===== config.mk =====
export PLATFORM = sky130hd
export DESIGN_NAME = light_bank
export DESIGN_NICKNAME = d
export VERILOG_FILES = /design/src/rtl/light_bank.sv
export SDC_FILE = /design/constraint.sdc
export NUM_CORES = 1
export LEC_CHECK = 0
export CAP_MARGIN = 25
export CORE_UTILIZATION = 55
export CTS_CLUSTER_DIAMETER = 30
export DETAILED_ROUTE_END_ITERATION = 8
export GPL_ROUTABILITY_DRIVEN = 0
export PLACE_DENSITY = 0.89
export SYNTH_ARGS = -nofsm -noshare
export SYNTH_HDL_FRONTEND = slang
export SYNTH_SLANG_ARGS = --single-unit

===== constraint.sdc =====
create_clock -name clk -period 3 [get_ports clk]
set_input_delay 0.75 -clock clk [delete_from_list [all_inputs] [get_ports clk]]
set_output_delay 0.75 -clock clk [all_outputs]
set_load 0.02 [all_outputs]

===== src/rtl/light_bank.sv =====
// Multi-channel light controller: per-channel switch debounce, one-hot OFF/ON
// state machine in level or toggle mode, programmable auto-off and change strobe.
module light_bank #(
  parameter int CHANNELS  = 4,
  parameter int DEBOUNCE  = 3,
  parameter int TIMEOUT_W = 8
) (
  input  logic                    clk,
  input  logic                    rst,
  input  logic [CHANNELS-1:0]     trigger,
  input  logic [CHANNELS-1:0]     mode,
  input  logic [TIMEOUT_W-1:0]    timeout,
  input  logic                    all_off,
  output logic [CHANNELS-1:0]     light,
  output logic [2*CHANNELS-1:0]   state,
  output logic [CHANNELS-1:0]     changed
);

  localparam int CNT_W = $clog2(DEBOUNCE + 1);
  localparam logic [CNT_W-1:0] CNT_LAST = CNT_W'(DEBOUNCE - 1);

  typedef enum logic [1:0] {
    ST_OFF = 2'b01,
    ST_ON  = 2'b10
  } state_e;

  logic [CHANNELS-1:0]                sw_db_q, sw_db_d;
  logic [CHANNELS-1:0][CNT_W-1:0]     cnt_q, cnt_d;
  logic [CHANNELS-1:0][TIMEOUT_W-1:0] timer_q, timer_d;
  state_e                             state_q [CHANNELS];
  state_e                             state_d [CHANNELS];
  logic [CHANNELS-1:0]                light_q, light_d;
  logic [CHANNELS-1:0]                changed_q, changed_d;
  logic [CHANNELS-1:0]                rise, fall;
  logic [TIMEOUT_W-1:0]               timeout_last;

  always_ff @(posedge clk or negedge rst) begin
    if (!rst) begin
      sw_db_q   <= '0;
      cnt_q     <= '0;
      timer_q   <= '0;
      light_q   <= '0;
      changed_q <= '0;
      for (int i = 0; i < CHANNELS; i++) begin
        state_q[i] <= ST_OFF;
      end
    end else begin
      sw_db_q   <= sw_db_d;
      cnt_q     <= cnt_d;
      timer_q   <= timer_d;
      light_q   <= light_d;
      changed_q <= changed_d;
      for (int i = 0; i < CHANNELS; i++) begin
        state_q[i] <= state_d[i];
      end
    end
  end

  // A change is accepted only after DEBOUNCE consecutive differing samples.
  always_comb begin
    sw_db_d = sw_db_q;
    cnt_d   = '0;
    rise    = '0;
    fall    = '0;
    for (int i = 0; i < CHANNELS; i++) begin
      if (trigger[i] != sw_db_q[i]) begin
        if (cnt_q[i] == CNT_LAST) begin
          sw_db_d[i] = trigger[i];
          rise[i]    = trigger[i];
          fall[i]    = ~trigger[i];
        end else begin
          cnt_d[i] = cnt_q[i] + CNT_W'(1);
        end
      end
    end
  end

  // Priority: all_off, then debounced event, then auto-off. Timer is zero
  // unless the channel stays ON with no event and auto-off enabled.
  always_comb begin
    timeout_last = timeout - TIMEOUT_W'(1);
    timer_d      = '0;
    light_d      = '0;
    changed_d    = '0;
    for (int i = 0; i < CHANNELS; i++) begin
      state_d[i] = state_q[i];
      if (all_off) begin
        state_d[i] = ST_OFF;
      end else if (rise[i] || fall[i]) begin
        if (!mode[i]) begin
          state_d[i] = rise[i] ? ST_ON : ST_OFF;
        end else if (rise[i]) begin
          state_d[i] = (state_q[i] == ST_ON) ? ST_OFF : ST_ON;
        end
      end else if (state_q[i] == ST_ON && timeout != '0) begin
        if (timer_q[i] >= timeout_last) begin
          state_d[i] = ST_OFF;
        end else begin
          timer_d[i] = timer_q[i] + TIMEOUT_W'(1);
        end
      end
      light_d[i]   = (state_d[i] == ST_ON);
      changed_d[i] = light_d[i] ^ light_q[i];
    end
  end

  always_comb begin
    state = '0;
    for (int i = 0; i < CHANNELS; i++) begin
      state[2*i +: 2] = state_q[i];
    end
  end

  assign light   = light_q;
  assign changed = changed_q;

endmodule


==> results of run 1 <==
-- synthesized netlist by cell type, types with 2 or more instances --
master / n / area share
a22oi_1: 4 / 0.0085
a32oi_1: 3 / 0.0074
a211oi_1: 3 / 0.0064
ha_1: 26 / 0.092
inv_1: 14 / 0.015
nor2_1: 38 / 0.040
nor3b_1: 9 / 0.019
o21ai_0: 14 / 0.020
nand2_1: 6 / 0.0064
nand2b_1: 11 / 0.019
dfstp_2: 4 / 0.030
nor3_1: 15 / 0.021
a211o_1: 2 / 0.0050
nor2b_1: 13 / 0.023
a21oi_1: 15 / 0.021
dfrtp_1: 56 / 0.40
xnor2_1: 15 / 0.037
xor2_1: 22 / 0.055
and4b_1: 3 / 0.0085
a221o_1: 2 / 0.0057
nand3_1: 21 / 0.030
a31o_2: 3 / 0.0074
a31oi_1: 6 / 0.011
o21bai_1: 3 / 0.0064
o221ai_1: 3 / 0.0074
o31ai_1: 2 / 0.0042
and3_1: 8 / 0.014
mux2_2: 3 / 0.0096
nand3b_1: 4 / 0.0085
a21o_1: 13 / 0.028
-- routing by layer --
metal	up-vias	routed length [um]	global-route usage
met5	-	0	0
met4	0	193	0.123
met3	19	352	0.0593
met2	88	4080	0.440
met1	1478	3660	0.310
li1	1452	-	-
-- cells by family (layout without fill, tap and decap cells) --
logic type	count (synthesis)	after routing	share of synthesized area
DFF	60	60	0.426
and+or+nand+nor	135	135	0.204
adders and majority gates	26	26	0.0921
muxes	3	3	0.00956
AOI/OAI and AO/OA	81	81	0.159
buffers and inverters	16	93	0.0173
xor gates and xnor gates	37	37	0.0917
-- sequential cells by signal, summed over array words and instances (netlist names) --
name,count
state,8
sw_db_q,4
cnt_q,8
timer_q,32
light,4
changed,4
-- worst paths after layout --
| kind | start | to | cells past startpoint |
|---|---|---|---|
| max | timeout[5] | state[0] | 12 |
| min | cnt_q[7] | cnt_q[6] | 1 |
| max reg2reg | timer_q[0] | state[0] | 10 |
| min reg2reg | cnt_q[7] | cnt_q[6] | 1 |
| max in group asynchronous | rst | timer_q[17] | 2 |
| min in group asynchronous | rst | cnt_q[0] | 2 |
-- critical path, delay by kind of cell --
family / cells / cell delay [ns]
and+or+nand+nor: 2 / 0.36
buffers and inverters: 5 / 1.15
xor gates and xnor gates: 1 / 0.14
AOI/OAI and AO/OA: 4 / 0.69
-- layout make-up --
cell class,count,area (um2)
multi-input cells,282,2100
fillers,412,1530
flip-flops and latches,60,1510
repair buffers,63,566
clock buffers,10,128
well taps,75,93.8
clock inverters,6,88.8
inverters,14,52.6
-- what timing repair did --
action	4_1_cts	5_1_grt
setup endpoints to repair	44	43
setup buffers	3	1
resized for setup	9	19
pin swaps	3	5
endpoints found under the hold margin	0	0
-- cell usage in the layout, fill, tap and decap left out, types with 3 or more instances in the layout --
cell type / synthesis / final
dfstp_2: 4 / 4
clkbuf_8: 0 / 9
a31o_2: 3 / 3
a31oi_1: 6 / 5
a22oi_1: 4 / 4
nand3b_1: 4 / 4
nand3_1: 21 / 21
ha_1: 26 / 24
o21bai_1: 3 / 3
a21oi_1: 15 / 14
mux2_2: 3 / 3
and4b_1: 3 / 3
buf_4: 0 / 29
xnor2_1: 15 / 13
and3_1: 8 / 8
dlymetal6s2s_1: 0 / 5
nor2b_1: 13 / 13
clkdlybuf4s50_1: 0 / 28
a21o_1: 13 / 13
nand2b_1: 11 / 11
a32oi_1: 3 / 3
nor3_1: 15 / 13
o21ai_0: 14 / 14
xor2_1: 22 / 22
dfrtp_1: 56 / 56
inv_1: 14 / 12
nor2_1: 38 / 38
nor3b_1: 9 / 8
nand2_1: 6 / 6
-- power groups by stage --
stage	Sequential, mW	Combinational (mW)	Clock, mW
2_1_floorplan	1.05	0.292	0
3_3_place_gp	1.02	0.513	0
3_5_place_dp	1.04	0.533	0
4_1_cts	1.02	0.547	0.813
5_1_grt	1.04	0.616	0.855
6_report	1.02	0.560	0.808
==> key figures, run 1 <==
Synth
  – EDFF count, synth: 0
  – Seq/Total Area, Yosys: 0.426
  – #FFs+latches synth: 60
  – Netlist cell types: 47
  – Synth Instances: 358
  – Fraction of registers with async set/reset: 1.00
  – Top FF cell, synth: dfrtp_1
  – Avg Synthesized Cell Area: 9.87 um2
  – Post-Syn Area: 3530 um2
  – Synth Net Count: 403
  – Warnings from Yosys: 0

Pwr
  – Cell Pwr Density: 527 nW/um2
  – Net Sw Power: 714 uW
  – Sequential share of power: 0.427
  – Max VDD drop: 0.433 mV
  – Overall power: 2.39 mW
  – Switching Share: 0.299
  – Internal power of the cells: 1.67 mW
  – Clock power frac: 0.338
  – Logic pwr share: 0.235
  – P_leak: 2.06 nW

Place
  – Pre-CTS setup slack: -0.522 ns
  – PortBufs: 34
  – Placed Cells incl. Taps: 490
  – Placement Cell Area: 4140 um2
  – Dpl hpwl: 5.64 mm

Outcome
  – Status: complete, no violations

STA
  – Worst Max-Slew Pin Slew: 0.755 ns
  – Setup TNS: 0 ns
  – Endpoints failing setup: 0
  – Minimum clock period: 2.81 ns
  – Max-Slew Margin vs Limit: 0.497
  – Final worst clock skew: 0.0109 ns
  – Final hold vios: 0
  – Crit share post-route: 0.936
  – WHS: 0.444 ns
  – RSZ-0062 raised after global routing: false
  – Peak Freq: 356 MHz
  – Final slew viol count: 0
  – Worst setup margin: 0.192 ns

Setup path
  – Critical Path End Type: flip-flop
  – Crit path max fanout: 7
  – Slowest-stage cell, CP: clkdlybuf4s50_1
  – Crit path kind: input port to flip-flop
  – Reg2reg setup slack: 0.59 ns
  – CP dominant cell by count: buf_4
  – Max incr delay on CP: 0.46 ns
  – Critical Path AT: 3.09 ns
  – Data required, critical path: 3.28 ns
  – Crit-path cells: clkdlybuf4s50_1 > nor4_1 > buf_4 > nand2_1 > xor2_1 > buf_4 > buf_4 > o22a_1 > a21oi_2 > buf_4 > o41ai_2 > a21o_1
  – Setup crit start kind: input port

Global route
  – First-pass GRT wire length: 13.0 mm
  – Combined global-route utilization of all metal layers: 0.259
  – Initial antenna violation count: 0
  – GRT Residual Overflow: 0
  – Vias in the first global route: 2922
  – Largest net degree at the start of global routing: 61

Drt
  – WL final: 8.29 mm
  – Routed Antenna Nets: 0
  – DR pass1 iterations: 4
  – Drt drc: 0
  – Wire per inst: 16.3 um
  – Via Count: 3037
  – Routed vias/inst: 5.95
  – Initial DRC Count: 214

Die
  – DIE HEIGHT: 82.2 um
  – Die width: 82.2 um
  – Initial Util: 0.583
  – Die area: 6750 um2
  – I/O pin total: 35
  – # rows: 28
  – Core area: 6060 um2

Finish
  – Finished Layout Cells: 510
  – Post-Layout Inst Area: 4530 um2
  – Syn-to-layout area delta: 28.2%
  – Layout cells sized above 1: 0.179
  – Layout Utilization: 0.748
  – Antenna Cells: 0
  – Fin nets: 475

Clocking
  – CTS clk-pin slew, worst paths: 0.08 ns
  – Sink Count: 60
  – Root Driver: clkbuf_8
  – Clk Latency, worst-skew pair: 0.34 ns
  – CTS tree: built
  – Hold Buf Count CTS: 0
  – H-tree depth: 3
  – CTS Buffer Depth: 2
  – Total CTS buffers: 9

Min path
  – Tightest Hold Check Type: flip-flop to flip-flop

Run
  – Max cap viols: 0
Note: power is estimated with default switching activity, not from simulation.
==> run 2: changes to the inputs <==
--- a/config.mk
+++ b/config.mk
@@ -6,7 +6,7 @@
 export NUM_CORES = 1
 export LEC_CHECK = 0
 export CAP_MARGIN = 25
-export CORE_UTILIZATION = 55
+export CORE_UTILIZATION = 52
 export CTS_CLUSTER_DIAMETER = 30
 export DETAILED_ROUTE_END_ITERATION = 8
 export GPL_ROUTABILITY_DRIVEN = 0
==> constraint.sdc (replaced) <==
create_clock -name clk -period 2.3 [get_ports clk]
set_input_delay 0.575 -clock clk [delete_from_list [all_inputs] [get_ports clk]]
set_output_delay 0.575 -clock clk [all_outputs]
set_load 0.02 [all_outputs]
==> key figures, run 2 (same netlist as run 1, synthesis figures left out) <==
Outcome
  – Status: finished with violations
  – Failing checks: design-rule violations, negative setup slack

Setup path
  – Critical Path AT: 2.81 ns (-0.28 ns)
  – Crit path max fanout: 4 (-3)
  – Critical Path End Type: flip-flop
  – Crit path kind: input port to flip-flop
  – Setup crit start kind: input port
  – Data required, critical path: 2.55 ns (-0.73 ns)

Drt
  – Initial DRC Count: 209 (-2.3%)
  – WL final: 10.1 mm (+22%)
  – DR pass1 iterations: 6 (+2)
  – Routed Antenna Nets: 0 (unchanged)
  – Drt drc: 1 (+1)
  – Wire per inst: 19.2 um (+18%)
  – Routed vias/inst: 6.18 (+3.8%)
  – Via Count: 3264 (+7.5%)

Pwr
  – Max VDD drop: 0.665 mV (+54%)
  – P_leak: 2.18 nW (+5.7%)
  – Overall power: 3.37 mW (+41%)
  – Cell Pwr Density: 670 nW/um2 (+27%)

Die
  – Die area: 7130 um2 (+5.6%)
  – Die width: 84.4 um (+2.8%)
  – # rows: 29 (+3.6%)
  – Initial Util: 0.547 (-0.0359)
  – I/O pin total: 35 (unchanged)
  – DIE HEIGHT: 84.4 um (+2.8%)
  – Core area: 6460 um2 (+6.6%)

STA
  – Final worst clock skew: 0.0131 ns (+0.00222 ns)
  – Final slew viol count: 0 (unchanged)
  – RSZ-0062 raised after global routing: true
  – Peak Freq: 390 MHz
  – Crit share post-route: 1.11
  – Endpoints failing setup: 45 (+45)
  – Setup TNS: -6.94 ns (-6.94 ns)
  – Max-Slew Margin vs Limit: 0.675 (+0.178)
  – Minimum clock period: 2.56 ns
  – WHS: 0.209 ns (-0.236 ns)
  – Worst setup margin: -0.263 ns (-0.455 ns)
  – Worst Max-Slew Pin Slew: 0.486 ns (-0.269 ns)
  – Final hold vios: 0 (unchanged)

Finish
  – Layout cells sized above 1: 0.297 (+0.118)
  – Layout Utilization: 0.779 (+0.0314)
  – Post-Layout Inst Area: 5030 um2 (+11%)
  – Most frequent cells in the layout: dfrtp_1 (56), buf_4 (35), nor2_1 (30)
  – Largest reg by FF count: timer_q
  – Sequential Area: 1510 um2 (unchanged)
  – Finished Layout Cells: 528 (+3.5%)
  – Commonest non-fill, non-tap cell in the layout: dfrtp_1
  – Fin nets: 491 (+3.4%)
  – Syn-to-layout area delta: 42.4%
  – Area of the multi-input gates: 2410 um2 (+15%)
  – Filler cell count: 350 (-15%)
  – Max reg flops: 32 (unchanged)
  – Antenna Cells: 0 (unchanged)

Place
  – Placement Cell Area: 4280 um2 (+3.3%)
  – PortBufs: 34 (unchanged)
  – Dpl hpwl: 5.95 mm (+5.6%)
  – Pre-CTS setup slack: -1.02 ns (-0.502 ns)
  – Placed Cells incl. Taps: 498 (+1.6%)

Clocking
  – Root Driver: clkbuf_8
  – CTS Buffer Depth: 2 (unchanged)
  – CTS tree: built
  – Clk Latency, worst-skew pair: 0.35 ns (about the same)
  – Sink Count: 60 (unchanged)
  – Hold Buf Count CTS: 0 (unchanged)
  – Total CTS buffers: 9 (unchanged)
  – CTS clk-pin slew, worst paths: 0.07 ns (about the same)
  – H-tree depth: 3 (unchanged)

Global route
  – First-pass GRT wire length: 15.7 mm (+21%)
  – Initial antenna violation count: 0 (unchanged)
  – Largest net degree at the start of global routing: 61 (unchanged)
  – GRT Residual Overflow: 0 (unchanged)
  – Vias in the first global route: 3323 (+14%)
  – Combined global-route utilization of all metal layers: 0.286 (+0.0265)

Run
  – Max cap viols: 0 (unchanged)

Min path
  – Tightest Hold Check Type: input port to async pin
## run 2: metal layers
metal | track usage | vias up | wire length [um]
met3 | 0.0767 | 43 | 575
met2 | 0.513 | 145 | 5300
met4 | 0.157 | 0 | 464
met1 | 0.306 | 1600 | 3800
li1 | - | 1476 | -
met5 | 0 | - | 0
## run 2: layout make-up
| cell class | instances | area share |
|---|---|---|
| clock inverters | 4 | 0.0189 |
| multi-input cells | 283 | 0.478 |
| flip-flops and latches | 60 | 0.299 |
| clock buffers | 12 | 0.0308 |
| repair buffers | 78 | 0.142 |
| inverters | 14 | 0.0112 |
| well taps | 77 | 0.0191 |
## run 2: critical path, cell delays in order
cell and delay (ns):
buf_8 0.08, clkinvlp_4 0.15, buf_4 0.18, buf_6 0.11
ha_4 0.23, or3b_4 0.39, o211ai_1 0.13, a21oi_2 0.13
o221ai_4 0.21, a21oi_2 0.09, buf_4 0.15, a211oi_4 0.26
a32oi_1 0.13
## run 2: final timing paths
| check | from | end | slack (ns) | cells after the start |
|---|---|---|---|---|
| max | timeout[0] | state[2] | -0.26 | 13 |
| min | rst | timer_q[0] | 0.21 | 2 |
| max reg2reg | timer_q[8] | state[2] | -0.01 | 10 |
| min reg2reg | cnt_q[3] | cnt_q[2] | 0.45 | 1 |
| max in group asynchronous | rst | state[4] | 1.76 | 2 |
| min in group clk | cnt_q[3] | cnt_q[2] | 0.45 | 1 |
## run 2: what timing repair did
action / in CTS / in global routing
hold endpoints to repair: 0 / 0
setup buffers: 11 / 2
pin swaps: 26 / 25
setup endpoints to repair: 48 / 47
gates cloned: 1 / 0
gates resized for setup: 62 / 35
## run 2: power by group
group          internal (mW)  switching [mW]
sequential              1.20           0.129
clock                  0.778           0.418
combinational          0.423           0.422
total                   2.40           0.969
==> run 3: changes to the inputs <==
--- a/config.mk
+++ b/config.mk
@@ -6,11 +6,11 @@
 export NUM_CORES = 1
 export LEC_CHECK = 0
 export CAP_MARGIN = 25
-export CORE_UTILIZATION = 52
+export CORE_UTILIZATION = 40
 export CTS_CLUSTER_DIAMETER = 30
 export DETAILED_ROUTE_END_ITERATION = 8
 export GPL_ROUTABILITY_DRIVEN = 0
-export PLACE_DENSITY = 0.89
+export PLACE_DENSITY = 0.74
 export SYNTH_ARGS = -nofsm -noshare
 export SYNTH_HDL_FRONTEND = slang
 export SYNTH_SLANG_ARGS = --single-unit
==> key figures, run 3 (same netlist as run 1, synthesis figures left out) <==
Clocking
  – CTS clk-pin slew, worst paths: 0.08 ns (about the same)
  – Root Driver: clkbuf_8
  – CTS tree: built
  – Clk Latency, worst-skew pair: 0.36 ns (about the same)
  – Sink Count: 60 (unchanged)
  – Total CTS buffers: 9 (unchanged)
  – CTS Buffer Depth: 2 (unchanged)
  – H-tree depth: 3 (unchanged)

STA
  – Worst setup margin: -0.177 ns (+0.0859 ns)
  – Crit share post-route: 1.08 (-0.0373)
  – Minimum clock period: 2.48 ns (-0.0859 ns)
  – Worst Max-Slew Pin Slew: 0.470 ns (-0.0166 ns)
  – WHS: 0.160 ns (-0.0484 ns)
  – RSZ-0062 raised after global routing: true
  – Peak Freq: 404 MHz (+3.5%)
  – Max-Slew Margin vs Limit: 0.687 (+0.0118)
  – Final slew viol count: 0 (unchanged)
  – Setup TNS: -3.45 ns (+3.49 ns)
  – Final hold vios: 0 (unchanged)
  – Endpoints failing setup: 41 (-8.9%)
  – Final worst clock skew: 0.0199 ns (+0.00677 ns)

Drt
  – Wire per inst: 15.1 um (-21%)
  – Via Count: 3008 (-7.8%)
  – DR pass1 iterations: 4 (-2)
  – Initial DRC Count: 103 (-51%)
  – WL final: 8.28 mm (-18%)
  – Drt drc: 0 (-1)
  – Routed Antenna Nets: 0 (unchanged)
  – Routed vias/inst: 5.49 (-11%)

Pwr
  – Overall power: 3.20 mW (-5.3%)
  – Max VDD drop: 0.378 mV (-43%)
  – P_leak: 2.10 nW (-3.7%)
  – Cell Pwr Density: 653 nW/um2 (-2.6%)

Global route
  – Vias in the first global route: 3023 (-9.0%)
  – First-pass GRT wire length: 13.4 mm (-14%)
  – Combined global-route utilization of all metal layers: 0.191 (-0.0949)
  – Largest net degree at the start of global routing: 43 (-30%)
  – GRT Residual Overflow: 0 (unchanged)
  – Initial antenna violation count: 0 (unchanged)

Finish
  – Max reg flops: 32 (unchanged)
  – Post-Layout Inst Area: 4890 um2 (-2.7%)
  – Layout cells sized above 1: 0.291 (-0.00592)
  – Largest reg by FF count: timer_q
  – Fin nets: 483 (-1.6%)
  – Antenna Cells: 0 (unchanged)
  – Commonest non-fill, non-tap cell in the layout: dfrtp_1
  – Syn-to-layout area delta: 38.5%
  – Most frequent cells in the layout: dfrtp_1 (56), buf_4 (29), clkdlybuf4s50_1 (28)

Die
  – Core area: 8380 um2 (+30%)
  – Die width: 96.0 um (+14%)
  – # rows: 33 (+14%)
  – Die area: 9210 um2 (+29%)
  – DIE HEIGHT: 96.0 um (+14%)
  – Initial Util: 0.422 (-0.126)
  – I/O pin total: 35 (unchanged)

Setup path
  – Data required, critical path: 2.56 ns (about the same)
  – Crit path kind: input port to flip-flop
  – Crit path max fanout: 5 (+1)
  – Critical Path End Type: flip-flop
  – Critical Path AT: 2.74 ns (-0.07 ns)
  – Setup crit start kind: input port

Outcome
  – Failing checks: negative setup slack
  – Status: finished with violations

Place
  – Dpl hpwl: 5.75 mm (-3.4%)
  – PortBufs: 34 (unchanged)
  – Placement Cell Area: 4300 um2 (+0.64%)

Min path
  – Tightest Hold Check Type: input port to async pin

Run
  – Max cap viols: 0 (unchanged)
## run 3: changes by cell type in the layout (fill, tap and decap cells not counted), moves of 2 or more
cell and delta:
nor2_1 -7, nor3_2 -3, nor2_4 -3, o21ai_1 -2, buf_4 -6, a22oi_2 +2, a22oi_1 -2, o21ai_2 +2
nor3_1 +3, nor2_2 +10
## run 3: where the power goes
group	switching, mW	internal (mW)
clock	0.434	0.639
combinational	0.385	0.412
sequential	0.121	1.20
## run 3: timing repair
action	CTS	global route
gates cloned	1	0
hold buffers	0	0
setup buffers	4	2
gates resized for setup	51	41
pin swaps	19	18
endpoints found under the setup margin	48	46
## run 3: critical path, cell delays in order
cell	delay, ns
buf_8	0.08
clkinvlp_4	0.14
buf_6	0.15
ha_1	0.27
nand2b_1	0.16
a21o_1	0.18
a211o_1	0.25
a221o_1	0.37
a21oi_4	0.21
nor2_4	0.08
a311oi_2	0.27
## run 3: routing by layer
metal / vias up / global-route usage / share of wire
li1: 1464 / - / -
met1: 1461 / 0.226 / 0.44
met2: 60 / 0.327 / 0.50
met3: 23 / 0.0395 / 0.029
met4: 0 / 0.0933 / 0.029
met5: - / 0 / 0
## run 3: path summary, 6_finish.rpt
| check | from | end | slack (ns) | depth (start not counted) |
|---|---|---|---|---|
| hold reg to reg | cnt_q[3] | cnt_q[2] | 0.44 | 1 |
| max in group asynchronous | rst | state[4] | 1.48 | 2 |
| setup reg to reg | timer_q[0] | state[1] | -0.12 | 9 |
| min in group clk | cnt_q[3] | cnt_q[2] | 0.44 | 1 |
| hold / removal | rst | timer_q[2] | 0.16 | 1 |
| setup / recovery | timeout[0] | state[1] | -0.18 | 11 |
## run 3: stage by stage
| stage | cells | utilization | worst slack, ns |
|---|---|---|---|
| floorplan | 358 | - | -0.284 |
| global placement | 525 | 0.514 | -0.975 |
| detailed placement | 525 | 0.514 | -1.09 |
| CTS | 546 | 0.560 | -0.149 |
| global route | 548 | 0.584 | -0.274 |
| finish | 548 | 0.584 | -0.177 |
## run 3: area by class of cell
type                            instances  area (um2)
Tap cell                              105         131
Fill cell                             682        3490
Clock buffer                           12         145
Timing Repair Buffer                   70         638
Sequential cell                        60        1510
Clock inverter                          4        72.6
Inverter                               14        58.8
Multi-Input combinational cell        283        2340
